File: src/rtl/stepper_phase_decoder.sv
// Read-back decoder for the stepper coil lines: position, direction, period, fault.
// Define HALF_STEP_EN to accept the four two-coil patterns as half steps.
module stepper_phase_decoder #(
   parameter int POS_W       = 32,
   parameter int PER_W       = 24,
   parameter int FILT_LEN    = 4,
   parameter int IDLE_CYCLES = 5000000
) (
   input  logic                    clock,
   input  logic                    Reset,
   input  logic [3:0]              Phase,
   input  logic                    Clear,
   output logic signed [POS_W-1:0] Position,
   output logic                    Direction,
   output logic                    StepPulse,
   output logic [PER_W-1:0]        StepPeriod,
   output logic                    PeriodValid,
   output logic                    Moving,
   output logic                    Fault
);

`ifdef HALF_STEP_EN
   localparam int IDX_W = 3;
`else
   localparam int IDX_W = 2;
`endif

   localparam logic [7:0]       FILT_MAX = 8'(FILT_LEN);
   localparam logic [PER_W-1:0] PER_SAT  = '1;
   localparam logic [31:0]      IDLE_LIM = 32'(IDLE_CYCLES);

   typedef enum logic {
      ACQUIRE = 1'b0,
      TRACK   = 1'b1
   } state_t;

   state_t state;
   state_t state_nx;

   logic [3:0]       ph_s1;
   logic [3:0]       ph_s2;
   logic [3:0]       cand;
   logic [7:0]       filt_cnt;
   logic             acc_stb;

   logic             pat_legal;
   logic             pat_bad;
   logic [IDX_W-1:0] pat_idx;
   logic [IDX_W-1:0] last_idx;
   logic [IDX_W-1:0] idx_diff;
   logic             is_fwd;
   logic             is_rev;
   logic             is_skip;

   logic             idx_load;
   logic             step_fwd;
   logic             step_rev;
   logic             fault_set;
   logic             step;

   logic [PER_W-1:0]        per_cnt;
   logic                    seen_step;
   logic                    idle_hit;
   logic signed [POS_W-1:0] pos_nx;

   always_ff @(posedge clock) begin
      if (Reset) begin
         ph_s1 <= '0;
         ph_s2 <= '0;
      end else begin
         ph_s1 <= Phase;
         ph_s2 <= ph_s1;
      end
   end

   // acc_stb fires once, the cycle a candidate completes FILT_LEN stable cycles
   always_ff @(posedge clock) begin
      if (Reset) begin
         cand     <= '0;
         filt_cnt <= '0;
         acc_stb  <= 1'b0;
      end else if (ph_s2 != cand) begin
         cand     <= ph_s2;
         filt_cnt <= 8'd1;
         acc_stb  <= (FILT_LEN == 1);
      end else if (filt_cnt < FILT_MAX) begin
         filt_cnt <= filt_cnt + 8'd1;
         acc_stb  <= (filt_cnt + 8'd1 == FILT_MAX);
      end else begin
         acc_stb  <= 1'b0;
      end
   end

   always_comb begin
      pat_legal = 1'b1;
      pat_idx   = '0;
      case (cand)
`ifdef HALF_STEP_EN
         4'b0001: pat_idx = 3'd0;
         4'b0011: pat_idx = 3'd1;
         4'b0010: pat_idx = 3'd2;
         4'b0110: pat_idx = 3'd3;
         4'b0100: pat_idx = 3'd4;
         4'b1100: pat_idx = 3'd5;
         4'b1000: pat_idx = 3'd6;
         4'b1001: pat_idx = 3'd7;
`else
         4'b0001: pat_idx = 2'd0;
         4'b0010: pat_idx = 2'd1;
         4'b0100: pat_idx = 2'd2;
         4'b1000: pat_idx = 2'd3;
`endif
         default: pat_legal = 1'b0;
      endcase
      pat_bad = !pat_legal && (cand != 4'b0000);
   end

   // index arithmetic wraps naturally modulo the sequence length
   assign idx_diff = pat_idx - last_idx;
   assign is_fwd   = (idx_diff == IDX_W'(1));
   assign is_rev   = (idx_diff == '1);
   assign is_skip  = (idx_diff != '0) && !is_fwd && !is_rev;

   always_ff @(posedge clock) begin
      if (Reset) state <= ACQUIRE;
      else       state <= state_nx;
   end

   always_comb begin
      state_nx = state;
      if (acc_stb && pat_legal && state == ACQUIRE)
         state_nx = TRACK;
   end

   always_comb begin
      idx_load  = 1'b0;
      step_fwd  = 1'b0;
      step_rev  = 1'b0;
      fault_set = 1'b0;
      if (acc_stb && pat_legal) begin
         idx_load = 1'b1;
         if (state == TRACK) begin
            unique case (1'b1)
               is_fwd:  step_fwd  = 1'b1;
               is_rev:  step_rev  = 1'b1;
               is_skip: fault_set = 1'b1;
               default: ;
            endcase
         end
      end
      if (acc_stb && pat_bad)
         fault_set = 1'b1;
   end

   assign step     = step_fwd | step_rev;
   assign idle_hit = (32'(per_cnt) >= IDLE_LIM);

   // a step coinciding with Clear lands on top of the cleared value
   always_comb begin
      pos_nx = Clear ? '0 : Position;
      if (step_fwd) pos_nx = pos_nx + POS_W'(1);
      if (step_rev) pos_nx = pos_nx - POS_W'(1);
   end

   always_ff @(posedge clock) begin
      if (Reset) begin
         last_idx    <= '0;
         Position    <= '0;
         Direction   <= 1'b0;
         StepPulse   <= 1'b0;
         Fault       <= 1'b0;
         per_cnt     <= '0;
         StepPeriod  <= '0;
         PeriodValid <= 1'b0;
         Moving      <= 1'b0;
         seen_step   <= 1'b0;
      end else begin
         if (idx_load) last_idx <= pat_idx;
         Position  <= pos_nx;
         StepPulse <= step;
         Fault     <= (Fault & ~Clear) | fault_set;
         if (step) begin
            Direction   <= step_fwd;
            per_cnt     <= PER_W'(1);
            StepPeriod  <= per_cnt;
            PeriodValid <= seen_step && (per_cnt != PER_SAT);
            Moving      <= 1'b1;
            seen_step   <= 1'b1;
         end else begin
            if (per_cnt != PER_SAT)
               per_cnt <= per_cnt + PER_W'(1);
            if (idle_hit) begin
               Moving      <= 1'b0;
               PeriodValid <= 1'b0;
            end
         end
      end
   end

endmodule
File: config.mk
export PLATFORM = sky130hd
export DESIGN_NAME = stepper_phase_decoder
export DESIGN_NICKNAME = d
export VERILOG_FILES = /design/src/rtl/stepper_phase_decoder.sv
export SDC_FILE = /design/constraint.sdc
export NUM_CORES = 1
export LEC_CHECK = 0
export CAP_MARGIN = 20
export CORE_ASPECT_RATIO = 0.5
export CORE_MARGIN = 2
export CORE_UTILIZATION = 64
export CTS_CLUSTER_DIAMETER = 30
export CTS_CLUSTER_SIZE = 20
export DETAILED_ROUTE_END_ITERATION = 16
export DONT_BUFFER_PORTS = 1
export HOLD_SLACK_MARGIN = 0.12
export PLACE_DENSITY = 0.8
export SYNTH_ARGS = -nofsm -noshare
export SYNTH_HDL_FRONTEND = slang
export SYNTH_SLANG_ARGS = --single-unit
File: constraint.sdc
create_clock -name clock -period 6.4 [get_ports clock]
set_clock_uncertainty 0.15 [all_clocks]
set_input_delay 0.96 -clock clock [delete_from_list [all_inputs] [get_ports clock]]
set_output_delay 0.96 -clock clock [all_outputs]
set_load 0.05 [all_outputs]
# Word level (Yosys, flattened, before mapping)

Cells that the tools add are included.

Output and inout bits: 61
Register bits: 110
Memories kept: 0
ROM bits: 0
Logic and storage cells: 82
Bits in latches: 0
Memory bits (writable): 0
Input port bits: 7

Reductions and logical operators: 19
Muxes and demuxes: 23
Equality and inequality tests: 9
Bitwise gates (word level): 6
$lt $le $gt $ge: 2
Multipliers: 0
Shifts and indexed selects: 0
Divide/modulo/power cells: 0
Add/subtract/negate cells: 5

Operators by type and width:

| kind                                                                 | number |
|---|---|
| two-way mux 32 bit                                                   | 3 |
| adder 32 x 2 -> 32 bit (second input constant)                       | 1 |
| subtractor 32 x 2 -> 32 bit (second input constant)                  | 1 |
| adder 24 x 1 -> 24 bit (second input constant)                       | 1 |
| greater-or-equal comparator 24 x 23 -> 1 bit (second input constant) | 1 |
| != test 24 bit (second input constant)                               | 1 |
| two-way mux 1 bit                                                    | 19 |
| adder 8 x 1 -> 8 bit (second input constant)                         | 1 |
| equality test 8 x 3 -> 1 bit (second input constant)                 | 1 |
| < comparator 8 x 3 -> 1 bit (second input constant)                  | 1 |
| nonzero test 2 bit                                                   | 4 |
| logical AND 1 bit                                                    | 7 |
| case mux 2 bit (3 select lines)                                      | 1 |
| equality test 4 x 1 -> 1 bit (second input constant)                 | 1 |
| equality test 4 x 2 -> 1 bit (second input constant)                 | 1 |
| equality test 4 x 3 -> 1 bit (second input constant)                 | 1 |
| equality test 4 bit (second input constant)                          | 1 |
| != test 4 bit                                                        | 1 |
| nonzero test 4 bit                                                   | 1 |
| OR reduction 2 bit                                                   | 2 |
| OR reduction 4 bit                                                   | 1 |
| zero test 1 bit                                                      | 3 |
| NOT 1 bit                                                            | 3 |
| OR reduction 3 bit                                                   | 1 |
| 5 further kinds                                                      | 6 |

# Logic depth before layout (Yosys ltp)

Depth in word-level cells: 12
Depth in mapped cells: 17
Gate-level depth less buffers: 15

# Least setup slack after synthesis

No wires, ideal clock.

Path type: in2reg
Start: input port Clear
End: register Position[28]
Setup slack: 1546 ps
Arrival time: 4581 ps
Setup time: 123 ps
Path buffers: 2
Required time: 6127 ps
Cell stages on the path: 15
Cell sequence: clkbuf_1 inv_1 nand2_1 inv_1 ha_1 and4_1 clkbuf_1 nand4_1 a2111oi_0 mux2i_1 nand4b_4 nand2b_4 or2_4 or4_1 mux2_1

Cells in the longest elaborated chain, start to end: 5

RTL lines:

| item                        | line | text |
|---|---|---|
| start: declaration          | 12   | `input logic Clear,` |
| two-way mux 32 bit (*)      | 160  | `pos_nx = Clear ? '0 : Position;` |
| adder 32 x 2 -> 32 bit      | 161  | `if (step_fwd) pos_nx = pos_nx + POS_W'(1);` |
| two-way mux 32 bit (*)      | 161  |  |
| subtractor 32 x 2 -> 32 bit | 162  | `if (step_rev) pos_nx = pos_nx - POS_W'(1);` |
| two-way mux 32 bit (*)      | 162  |  |
| end signal: assignment      | 179  | `Position <= pos_nx;` |
| end: declaration            | 13   | `output logic signed [POS_W-1:0] Position,` |

Every way passes the cells marked *; elsewhere a longest branch is shown, timed or not.
A chain may end at the register's enable or synchronous reset.

# Final worst setup path

Start: input port Clear
End: register Position[29]

The elaborated chain is that of the path after synthesis.

==> results.cfg <==
[status]
status = complete, no violations

[synthesis]
synth_nets = 718
synth-seq-cells = 110
synth-edff-count = 0
ys_warn_count = 0
ys_types = 74
synth_top_area_share_pct = 37.95
synth_cells = 705
async_reset_ff_share_pct = 0
yosysMostFrequentCell = dfxtp_1
ys_top_cells_by_area = dfxtp_1 (38%), nand2_1 (5.8%), xor2_1 (5.6%)
syn-cell-area_sq_mm = 0.005803
synthTopCellsByCount = dfxtp_1 (110), nand2_1 (90), nor2_1 (74), a21oi_1 (58), xor2_1 (37)
synthFlopType = dfxtp_1
avgSynthCellArea_sq_um = 8.231
synth_area_leader_cell = dfxtp_1
synth-seq-area-share_pct = 37.95

[critical_path]
cp_cell_sequence = inv_1 > nand2_1 > inv_1 > ha_1 > and4_1 > nand3_1 > or3_1 > o21a_1 > o21ai_0 > o211ai_1 > or3_1 > nor4_1 > mux2_2
crit_family = simple AND/OR/NAND/NOR gates
cp-start-kind = primary input
end_kind = register
crit_required_ns = 6.50
critPathKind = in -> reg
max_stage_delay_ns = 0.58
cp_max_fo = 39
crit_buf_inv = 2
cp_slowest_cell = or3_1
arrival_ns = 5.29

[power_and_ir_drop]
p_leak_nw = 2.131
internal_power_w = 0.001012
seqPwrFrac_pct = 53.4
switchingPower_w = 0.0002921
clkPwrFrac_pct = 44.3
switching_share_pct = 22.40
p_total_w = 0.001304
powerDensity_mw_per_mm2 = 213.5
irDropWorstVdd_uv = 137.2
pwr-share-comb_pct = 2.4

[routing]
wl_per_cell_um = 15.74
drtIter0Drc = 432
routed_wl_um = 12650
num_vias = 4881
postRouteAntennaNets = 0
drcViolationCount = 0
via_per_inst = 6.071
firstDrtPassIters = 5

[flow_run]
cap_violations = 0

[placement]
dp_hpwl_um = 8350
place_inst = 788
gp_congestion = 0.8530
io_buffer_count = 0

[floorplan]
die_h_um = 71.33
die_area_sq_mm = 0.009891
die_x_um = 138.7
std_cell_rows = 24
ios = 68
coreArea_sq_mm = 0.008768
start_util_pct = 66.18

[sta]
post-route-min-period_ns = 5.194
fin_crit_sh_pct = 81.16
slew_viol_final = 0
worstMarginPinSlew_ns = 0.9044
max_freq_ghz = 0.1925
finalHoldViolations = 0
rsz0062_at_grt = no
finalSetupTns_ns = 0
relSlewSlack_pct = 39.15
setup_violations = 0

[cts]
clk_path_buf_depth = 2
cts_buffers = 9
clk_pin_slew_ns = 0.07
cts_setup_buffers = 0
cts_tree = yes
cts_resized = 0
cts_htree_levels = 3
cts_hold_buffers = 0
clkSinkCount = 110
cts_root_buffer = clkbuf_16
clk_latency_ns = 0.35

[final_layout]
final_cells = 804
multi_input_area_sq_mm = 0.003377
final_util_pct = 69.66
fill_cells = 707
seq_area_sq_mm = 0.002202
syn_to_final_growth_pct = 5.261
final_nets = 695
drive_gt1_share_pct = 6.550
diodes = 0

[global_route]
grt_usage_pct = 25.73
grt_remaining_overflow = 0
grt_max_degree = 83
antenna_found_initial = 0
grt_pass1_wl_um = 21030
grt_pass1_vias = 4360

[worst_hold_path]
holdCritPathClass = reg -> reg
area by class of cell:
class,instances,area share (%)
Clock inverter,5,1.045
Inverter,13,0.7989
Clock buffer,11,3.810
Timing Repair Buffer,5,0.6145
Tap cell,117,2.397
Multi-Input combinational cell,543,55.28
Sequential cell,110,36.05
power groups by stage:
stage	Combinational (W)	Clock (W)	Sequential, W
5_1_grt	0.0000347	0.000608	0.000697
4_1_cts	0.0000308	0.000584	0.000696
3_5_place_dp	0.0000304	0	0.000712
2_1_floorplan	0.0000373	0	0.000709
3_3_place_gp	0.0000291	0	0.000712
6_report	0.0000308	0.000577	0.000696
sequential cells by signal, summed over array words and instances (netlist names):
signal	flops
state	1
last_idx	2
seen_step	1
Position	32
per_cnt	24
Moving	1
PeriodValid	1
acc_stb	1
cand	4
filt_cnt	8
StepPulse	1
StepPeriod	24
ph_s2	4
ph_s1	4
Direction	1
Fault	1
metrics by stage:
step	setup WS, ns	hold WS, ns	area [sq um]
after floorplan	1.546	0.2638	5803
after global placement	1.128	0.2658	5812
after detailed placement	0.9924	0.2817	5812
after CTS	1.351	0.2965	6108
after global routing	0.8463	0.3070	6108
final	1.206	0.2957	6108
cells in the final DEF (no fill, tap or decap), types with 3 or more instances in the layout:
| master | synthesis | layout |
|---|---|---|
| dfxtp_1 | 110 | 110 |
| nand2_1 | 90 | 90 |
| nor2_1 | 74 | 74 |
| a21oi_1 | 58 | 58 |
| xor2_1 | 37 | 37 |
| nand3_1 | 30 | 30 |
| xnor2_1 | 29 | 29 |
| and3_1 | 21 | 21 |
| nor3_1 | 19 | 19 |
| nand4_1 | 18 | 18 |
| nor2b_1 | 17 | 17 |
| inv_1 | 13 | 13 |
| o21ai_0 | 13 | 13 |
| or3_1 | 11 | 11 |
| nand2b_1 | 9 | 9 |
| clkbuf_16 | 0 | 9 |
| nor4_1 | 8 | 8 |
| and4_1 | 7 | 7 |
| mux2i_1 | 6 | 6 |
| a211oi_1 | 6 | 6 |
| ha_1 | 6 | 6 |
| a2111oi_0 | 5 | 5 |
| mux2_2 | 5 | 5 |
| buf_4 | 0 | 5 |
| and2_1 | 4 | 4 |
| a31oi_1 | 4 | 4 |
| or2_2 | 3 | 3 |
| o21a_1 | 3 | 3 |
| o21ai_1 | 3 | 3 |
| o211ai_1 | 3 | 3 |
| or4_1 | 3 | 3 |
| o31ai_1 | 3 | 3 |
path summary, 6_finish.rpt:
kind,startpoint,end,slack [ns],depth (start not counted)
max,Clear,Position[29],1.21,13
min,ph_s1[3],ph_s2[3],0.30,1
max reg2reg,cand[1],Position[28],1.36,16
min reg2reg,ph_s1[3],ph_s2[3],0.30,1
logic make-up after synthesis:
kind of cell | count (synthesis) | synth area share [%]
buf+inv | 52 | 3.859
flops | 110 | 37.95
simple gates | 334 | 29.95
fa+ha+maj | 7 | 1.466
mux | 12 | 2.199
xor+xnor | 67 | 10.24
compound gates | 123 | 14.34
per-layer routing:
metal  up-vias  part of all wire [%]  global-route usage, %
li1       2428                     -                      -
met1      2313                    47                  34.28
met2       128                    45                  42.90
met3        12                   6.8                  6.551
met4         0                  0.90                  6.173
met5         -                     0                      0
(Power assumes the default switching activity.)
